--- src/rtl/seg_decode_rx.sv ---
// Seven-segment digit receiver: debounces a multiplexed {e1,e0,seg} sample word,
// decodes it to hex and hands it off with a valid/ready handshake.
// Optional decimal-point capture is enabled by defining SEG_DECODE_DP_EN.
module seg_decode_rx #(
  parameter int STABLE_CYC = 4
) (
  input  logic       clk,
  input  logic       rst,
  input  logic [7:0] seg_in,
  input  logic       e1_in,
  input  logic       e0_in,
  output logic       out_valid,
  input  logic       out_ready,
  output logic       out_side,
  output logic [3:0] out_val,
  output logic       out_err,
  output logic       out_dp,
  output logic [3:0] digit_left,
  output logic [3:0] digit_right
);

  localparam logic [1:0] IDLE        = 2'd0;
  localparam logic [1:0] SETTLE      = 2'd1;
  localparam logic [1:0] PRESENT     = 2'd2;
  localparam logic [1:0] WAIT_CHANGE = 2'd3;

  localparam logic [7:0] STABLE = 8'(STABLE_CYC);

  logic [1:0] state, state_nx;
  logic [9:0] samp, held, held_nx;
  logic [7:0] cnt, cnt_nx;
  logic       load;
  logic       qual;
  logic       dp_bit;
  logic [3:0] dec_val;
  logic       dec_err;

`ifdef SEG_DECODE_DP_EN
  assign dp_bit = seg_in[7];
`else
  assign dp_bit = 1'b0;
`endif

  always_ff @(posedge clk or posedge rst) begin
    if (rst) samp <= '0;
    else     samp <= {e1_in, e0_in, dp_bit, seg_in[6:0]};
  end

  assign qual      = samp[9] ^ samp[8];
  assign out_valid = (state == PRESENT);

  // The decoder always looks at the registered sample; when a capture fires it
  // equals the latched word, so one decoder serves both capture paths.
  always_comb begin
    dec_err = 1'b0;
    dec_val = 4'h0;
    case (samp[6:0])
      7'h3F: dec_val = 4'h0;
      7'h06: dec_val = 4'h1;
      7'h5B: dec_val = 4'h2;
      7'h4F: dec_val = 4'h3;
      7'h66: dec_val = 4'h4;
      7'h6D: dec_val = 4'h5;
      7'h7D: dec_val = 4'h6;
      7'h07: dec_val = 4'h7;
      7'h7F: dec_val = 4'h8;
      7'h6F: dec_val = 4'h9;
      7'h77: dec_val = 4'hA;
      7'h7C: dec_val = 4'hB;
      7'h39: dec_val = 4'hC;
      7'h5E: dec_val = 4'hD;
      7'h79: dec_val = 4'hE;
      7'h71: dec_val = 4'hF;
      default: dec_err = 1'b1;
    endcase
  end

  always_comb begin
    state_nx = state;
    held_nx  = held;
    cnt_nx   = cnt;
    load     = 1'b0;
    case (state)
      IDLE: begin
        if (qual) begin
          held_nx = samp;
          cnt_nx  = 8'd1;
          if (STABLE <= 8'd1) begin
            state_nx = PRESENT;
            load     = 1'b1;
          end else begin
            state_nx = SETTLE;
          end
        end
      end
      SETTLE: begin
        if (!qual) begin
          state_nx = IDLE;
          cnt_nx   = 8'd0;
        end else if (samp == held) begin
          cnt_nx = cnt + 8'd1;
          if (cnt_nx >= STABLE) begin
            state_nx = PRESENT;
            load     = 1'b1;
          end
        end else begin
          held_nx = samp;
          cnt_nx  = 8'd1;
        end
      end
      PRESENT: begin
        if (out_ready) state_nx = WAIT_CHANGE;
      end
      WAIT_CHANGE: begin
        // held still carries the last accepted word, so only a real change re-arms
        if (!qual) begin
          state_nx = IDLE;
          cnt_nx   = 8'd0;
        end else if (samp != held) begin
          held_nx = samp;
          cnt_nx  = 8'd1;
          if (STABLE <= 8'd1) begin
            state_nx = PRESENT;
            load     = 1'b1;
          end else begin
            state_nx = SETTLE;
          end
        end
      end
      default: begin
        state_nx = IDLE;
        cnt_nx   = 8'd0;
      end
    endcase
  end

  always_ff @(posedge clk or posedge rst) begin
    if (rst) begin
      state       <= IDLE;
      held        <= '0;
      cnt         <= '0;
      out_side    <= 1'b0;
      out_val     <= 4'h0;
      out_err     <= 1'b0;
      out_dp      <= 1'b0;
      digit_left  <= 4'h0;
      digit_right <= 4'h0;
    end else begin
      state <= state_nx;
      held  <= held_nx;
      cnt   <= cnt_nx;
      if (load) begin
        out_side <= samp[9];
        out_val  <= dec_val;
        out_err  <= dec_err;
        out_dp   <= samp[7];
      end
      if (out_valid && out_ready && !out_err) begin
        if (out_side) digit_left  <= out_val;
        else          digit_right <= out_val;
      end
    end
  end

endmodule
--- config.mk ---
export PLATFORM = sky130hd
export DESIGN_NAME = seg_decode_rx
export DESIGN_NICKNAME = d
export VERILOG_FILES = /design/src/rtl/seg_decode_rx.sv
export SDC_FILE = /design/constraint.sdc
export NUM_CORES = 1
export LEC_CHECK = 0
export CAP_MARGIN = 20
export CORE_UTILIZATION = 59
export DETAILED_ROUTE_END_ITERATION = 7
export GPL_TIMING_DRIVEN = 0
export MAX_ROUTING_LAYER = met4
export PLACE_DENSITY = 0.9
export SYNTH_ARGS = -nofsm -noshare
export SYNTH_HDL_FRONTEND = slang
export SYNTH_SLANG_ARGS = --single-unit
--- constraint.sdc ---
create_clock -name clk -period 5.29 [get_ports clk]
set_clock_uncertainty 0.15 [all_clocks]
set_input_delay 1.587 -clock clk [delete_from_list [all_inputs] [get_ports clk]]
set_output_delay 1.587 -clock clk [all_outputs]
set_load 0.05 [all_outputs]
# ---- Word-level counts from Yosys, hierarchy flattened
# Cells that the tools add are included.
dict set report word_totals {
  reg_bits 43
  latchBits 0
  ramBits 0
  rom_bits 0
  input_bits 13
  out_inout_bits 16
  wordCells 80
  mem_count 0
}
dict set report classes {
  add_sub_neg 1
  mul 0
  div_mod_pow 0
  n_lt_le_gt_ge 1
  n_eq_ne 30
  n_shift 0
  mux 26
  bitwise 2
  reduce_logical 11
}
# operator n
set op_table {}
lappend op_table {{equality test 7 bit, second input constant} 12}
lappend op_table {{case mux 4 bit (15 select lines)} 1}
lappend op_table {{2-to-1 mux 10 bit} 5}
lappend op_table {{2-to-1 mux 8 bit} 5}
lappend op_table {{case mux 10 bit (3 select lines)} 1}
lappend op_table {{case mux 8 bit (3 select lines)} 1}
lappend op_table {{OR reduction 16 bit} 1}
lappend op_table {{equality test 7 x 3 -> 1 bit, second input constant} 2}
lappend op_table {{equality test 7 x 6 -> 1 bit, second input constant} 2}
lappend op_table {{2-to-1 mux 2 bit} 7}
lappend op_table {{equality test 10 bit} 1}
lappend op_table {{inequality test 10 bit} 1}
lappend op_table {{inequality test 2 bit, second input constant} 5}
lappend op_table {{inequality test 3 bit, second input constant} 3}
lappend op_table {{adder 8 x 1 -> 8 bit, second input constant} 1}
lappend op_table {{greater-or-equal comparator 8 x 3 -> 1 bit, second input constant} 1}
lappend op_table {{case mux 2 bit (4 select lines)} 1}
lappend op_table {{AND reduction 6 bit} 1}
lappend op_table {{2-to-1 mux 1 bit} 5}
lappend op_table {{AND reduction 5 bit} 1}
lappend op_table {{equality test 2 bit, second input constant} 2}
lappend op_table {{AND reduction 2 bit} 2}
lappend op_table {{AND reduction 3 bit} 1}
lappend op_table {{nonzero test 3 bit} 1}
lappend op_table {{other kinds (7)} 8}

# ---- Depth between registers and ports, before layout
dict set report logic_depth {
  ltp_word 6
  depth_mapped 7
  mapped_depth_nobuf 6
}

# ---- Worst setup path after synthesis
# Ideal clock, no wire load.
dict set report synth_path {
  kind {input to register}
  from {input port out_ready}
  to {register digit_right[0]}
  setup_ns 0.125
  arrival_ns 2.504
  required_time_ns 5.015
  slack_ns 2.511
  stages 2
  n_path_buf 0
  cell_sequence {nor4b_1 -> mux2_2}
}
dict set report synth_between {
  elab_chain_len 3
}
# item line_no
set synth_rtl {}
lappend synth_rtl {{start, declared} 13} ;# input logic out_ready,
lappend synth_rtl {{logical AND 1 bit (2 in series)} 158} ;# if (out_valid && out_ready && !out_err) begin
lappend synth_rtl {{AND reduction 2 bit (no source line)} -}
lappend synth_rtl {{end signal, assigned} 160} ;# else digit_right <= out_val;
lappend synth_rtl {{end, declared} 19} ;# output logic [3:0] digit_right
# Every way passes these cells.
# A chain may end at the register's enable or synchronous reset.

==> reports/metrics.cfg <==
[logic_synthesis]
synth-edff-count=0
synthTopCellsByArea=dfrtp_1, mux2_2, xor2_1
seq_area_frac_synth_pct=46.8
yosysTopAreaCell=dfrtp_1
synth_common_cells=dfrtp_1, mux2_2, nand2_1
synth-main-ff-cell=dfrtp_1
syn_avg_cell_area_um2=10.1
synth_seq_cells=42
synth_top_area_share_pct=46.8
synth_fp_nets=236
synthArstFlopShare_pct=100
syn-instance-count=222
synth_cell_types=47
synth_warnings=0
netlist_area_um2=2250
synthMostInstantiatedCell=dfrtp_1

[detailed_routing]
wl_per_cell_um=16.2
ant_nets=0
dr.pass1.iters=4
via_count=1822
drc_errors=0
post_drt_via_cell_ratio=5.99
drt_iter0_drc=154
totalWireLength_um=4920

[clock_tree]
clock_latency_ns=0.30
cts_tree=yes
postCtsHoldBufs=0
cts-htree-levels=2
post_cts_buffers=0
clockRootBuffer=clkbuf_8
clk_path_buf_depth=2
cts-buffers-inserted=5
cts.repair.resized=0
numClockSinks=42
path_clk_slew_ns=0.08

[sta]
min_period_ns=3.88
slew_headroom_pct=38.5
hold_ws_ns=0.357
fin_setup_tns_ns=0
tightest_slew_ns=0.910
setup_violations=0
rsz0062_at_grt=false
slew_violations=0
hold_violations=0
fin_crit_sh_pct=73.3
fmax_mhz=258

[layout]
synthToLayoutAreaGrowth_pct=19.0
drive_gt1_share_pct=14.8
fin_nets=269
utilization_pct=73.0
antennaDiodeCount=0

[placement]
port_buffers=26
dp_hpwl_um=3390
gp_congestion=0.955

[setup_path]
end_kind=primary output
cp_max_fo=8
cpPeakStageDelay_ns=0.84
crit_required_ns=3.55
slowest_stage=clkdlybuf4s50_1
cp.arrival_ns=2.14
criticalPathCategory=reg2out
critPathLaunchType=flop
cp_cell_sequence=clkbuf_1 > nand2_1 > inv_1 > clkdlybuf4s50_1

[min_path]
worstHoldPathType=reg2reg

[power]
peakVddDrop_mv=0.221
p_leak_uw=0.00117
power_density_nw_per_um2=261

[global_routing]
grt_pass1_vias=1832
overflow=0
grt_antenna_before_repair=0
track_usage_pct=28.5
grt_start_max_net_pins=43
grt_pass1_wl_um=8490

[outcome]
status=finished clean

[die]
coreArea_um2=3660
rows=22
die_h_um=63.7
die-area_um2=4060
start_util_pct=61.4
die_w_um=63.7
ios=29

[job]
cap_violations=0

layout by cell type, fill, tap and decap left out, drive strengths merged, types with 8 or more instances in the layout:
master         netlist  routed
nor2                10      10
dfrtp               42      42
nand3                8       8
nand2               21      21
a21oi                9       9
o21ai               15      15
mux2                21      21
clkdlybuf4s50        0      26
inv                  8       8
clkbuf              10      17
xor2                11      11
worst paths after layout:
| path | start | endpoint | slack (ns) | cells past startpoint |
|---|---|---|---|---|
| setup reg to reg | cnt[0] | out_val[2] | 2.99 | 6 |
| setup / recovery | flop | out_valid | 1.41 | 4 |
| max in group asynchronous | rst | digit_left[0] | 2.80 | 2 |
| hold / removal | digit_left[3] | digit_left[3] | 0.36 | 1 |
| min in group asynchronous | rst | async pin | 1.63 | 2 |
| hold reg to reg | digit_left[3] | digit_left[3] | 0.36 | 1 |
flip-flops by register name (all words and copies together) (netlist names), named ones only:
signal and count:
out_side 1, held 9, samp 9, cnt 8
out_err 1, state 1, digit_left 4, digit_right 4
out_val 4
per-stage QoR:
stage / total power [uW] / setup slack (ns) / cell area [um2] / instances
floorplan: 421 / 2.51 / 2250 / 222
global placement: 443 / 1.69 / 2570 / 296
detailed placement: 448 / 1.69 / 2570 / 296
CTS: 698 / 1.43 / 2670 / 304
global route: 725 / 1.35 / 2670 / 304
finish: 697 / 1.41 / 2670 / 304
power breakdown:
group / internal (uW) / switching [uW]
Combinational: 40.0 / 51.7
Sequential: 337 / 16.0
Clock: 141 / 111
Total: 518 / 178
layer usage:
layer  vias to the layer above  wire [um]  track usage, %
li1                        859          -               -
met1                       879       2080            32.7
met2                        68       2470            47.7
met3                        16        234            5.07
met4                         0        133            14.2
met5                         -          0               -
layout make-up:
| class | count | area, um2 |
|---|---|---|
| inverters | 8 | 30.0 |
| well taps | 48 | 60.1 |
| clock buffers | 7 | 76.3 |
| clock inverters | 1 | 30.0 |
| multi-input cells | 157 | 1090 |
| plain buffers | 15 | 73.8 |
| repair buffers | 26 | 260 |
| flip-flops and latches | 42 | 1050 |
| fillers | 251 | 987 |
cell families (layout without fill, tap and decap cells):
logic type      after synthesis  after routing  synth area share (%)
other cells                   1              1                 0.167
compound gates               50             50                  15.4
fa+ha+maj                     1              1                 0.557
simple gates                 69             69                  15.9
mux                          24             24                  11.9
xor+xnor                     12             12                  4.68
buf+inv                      23             57                  4.62
flops                        42             42                  46.8
worst max-delay path: cells and delay by family, from the launching register on:
| kind | cells | cell delay [ns] |
|---|---|---|
| buffers and inverters | 3 | 1.34 |
| and+or+nand+nor | 1 | 0.17 |
| DFF | 1 | 0.32 |
Note: power is estimated with default switching activity, not from simulation.
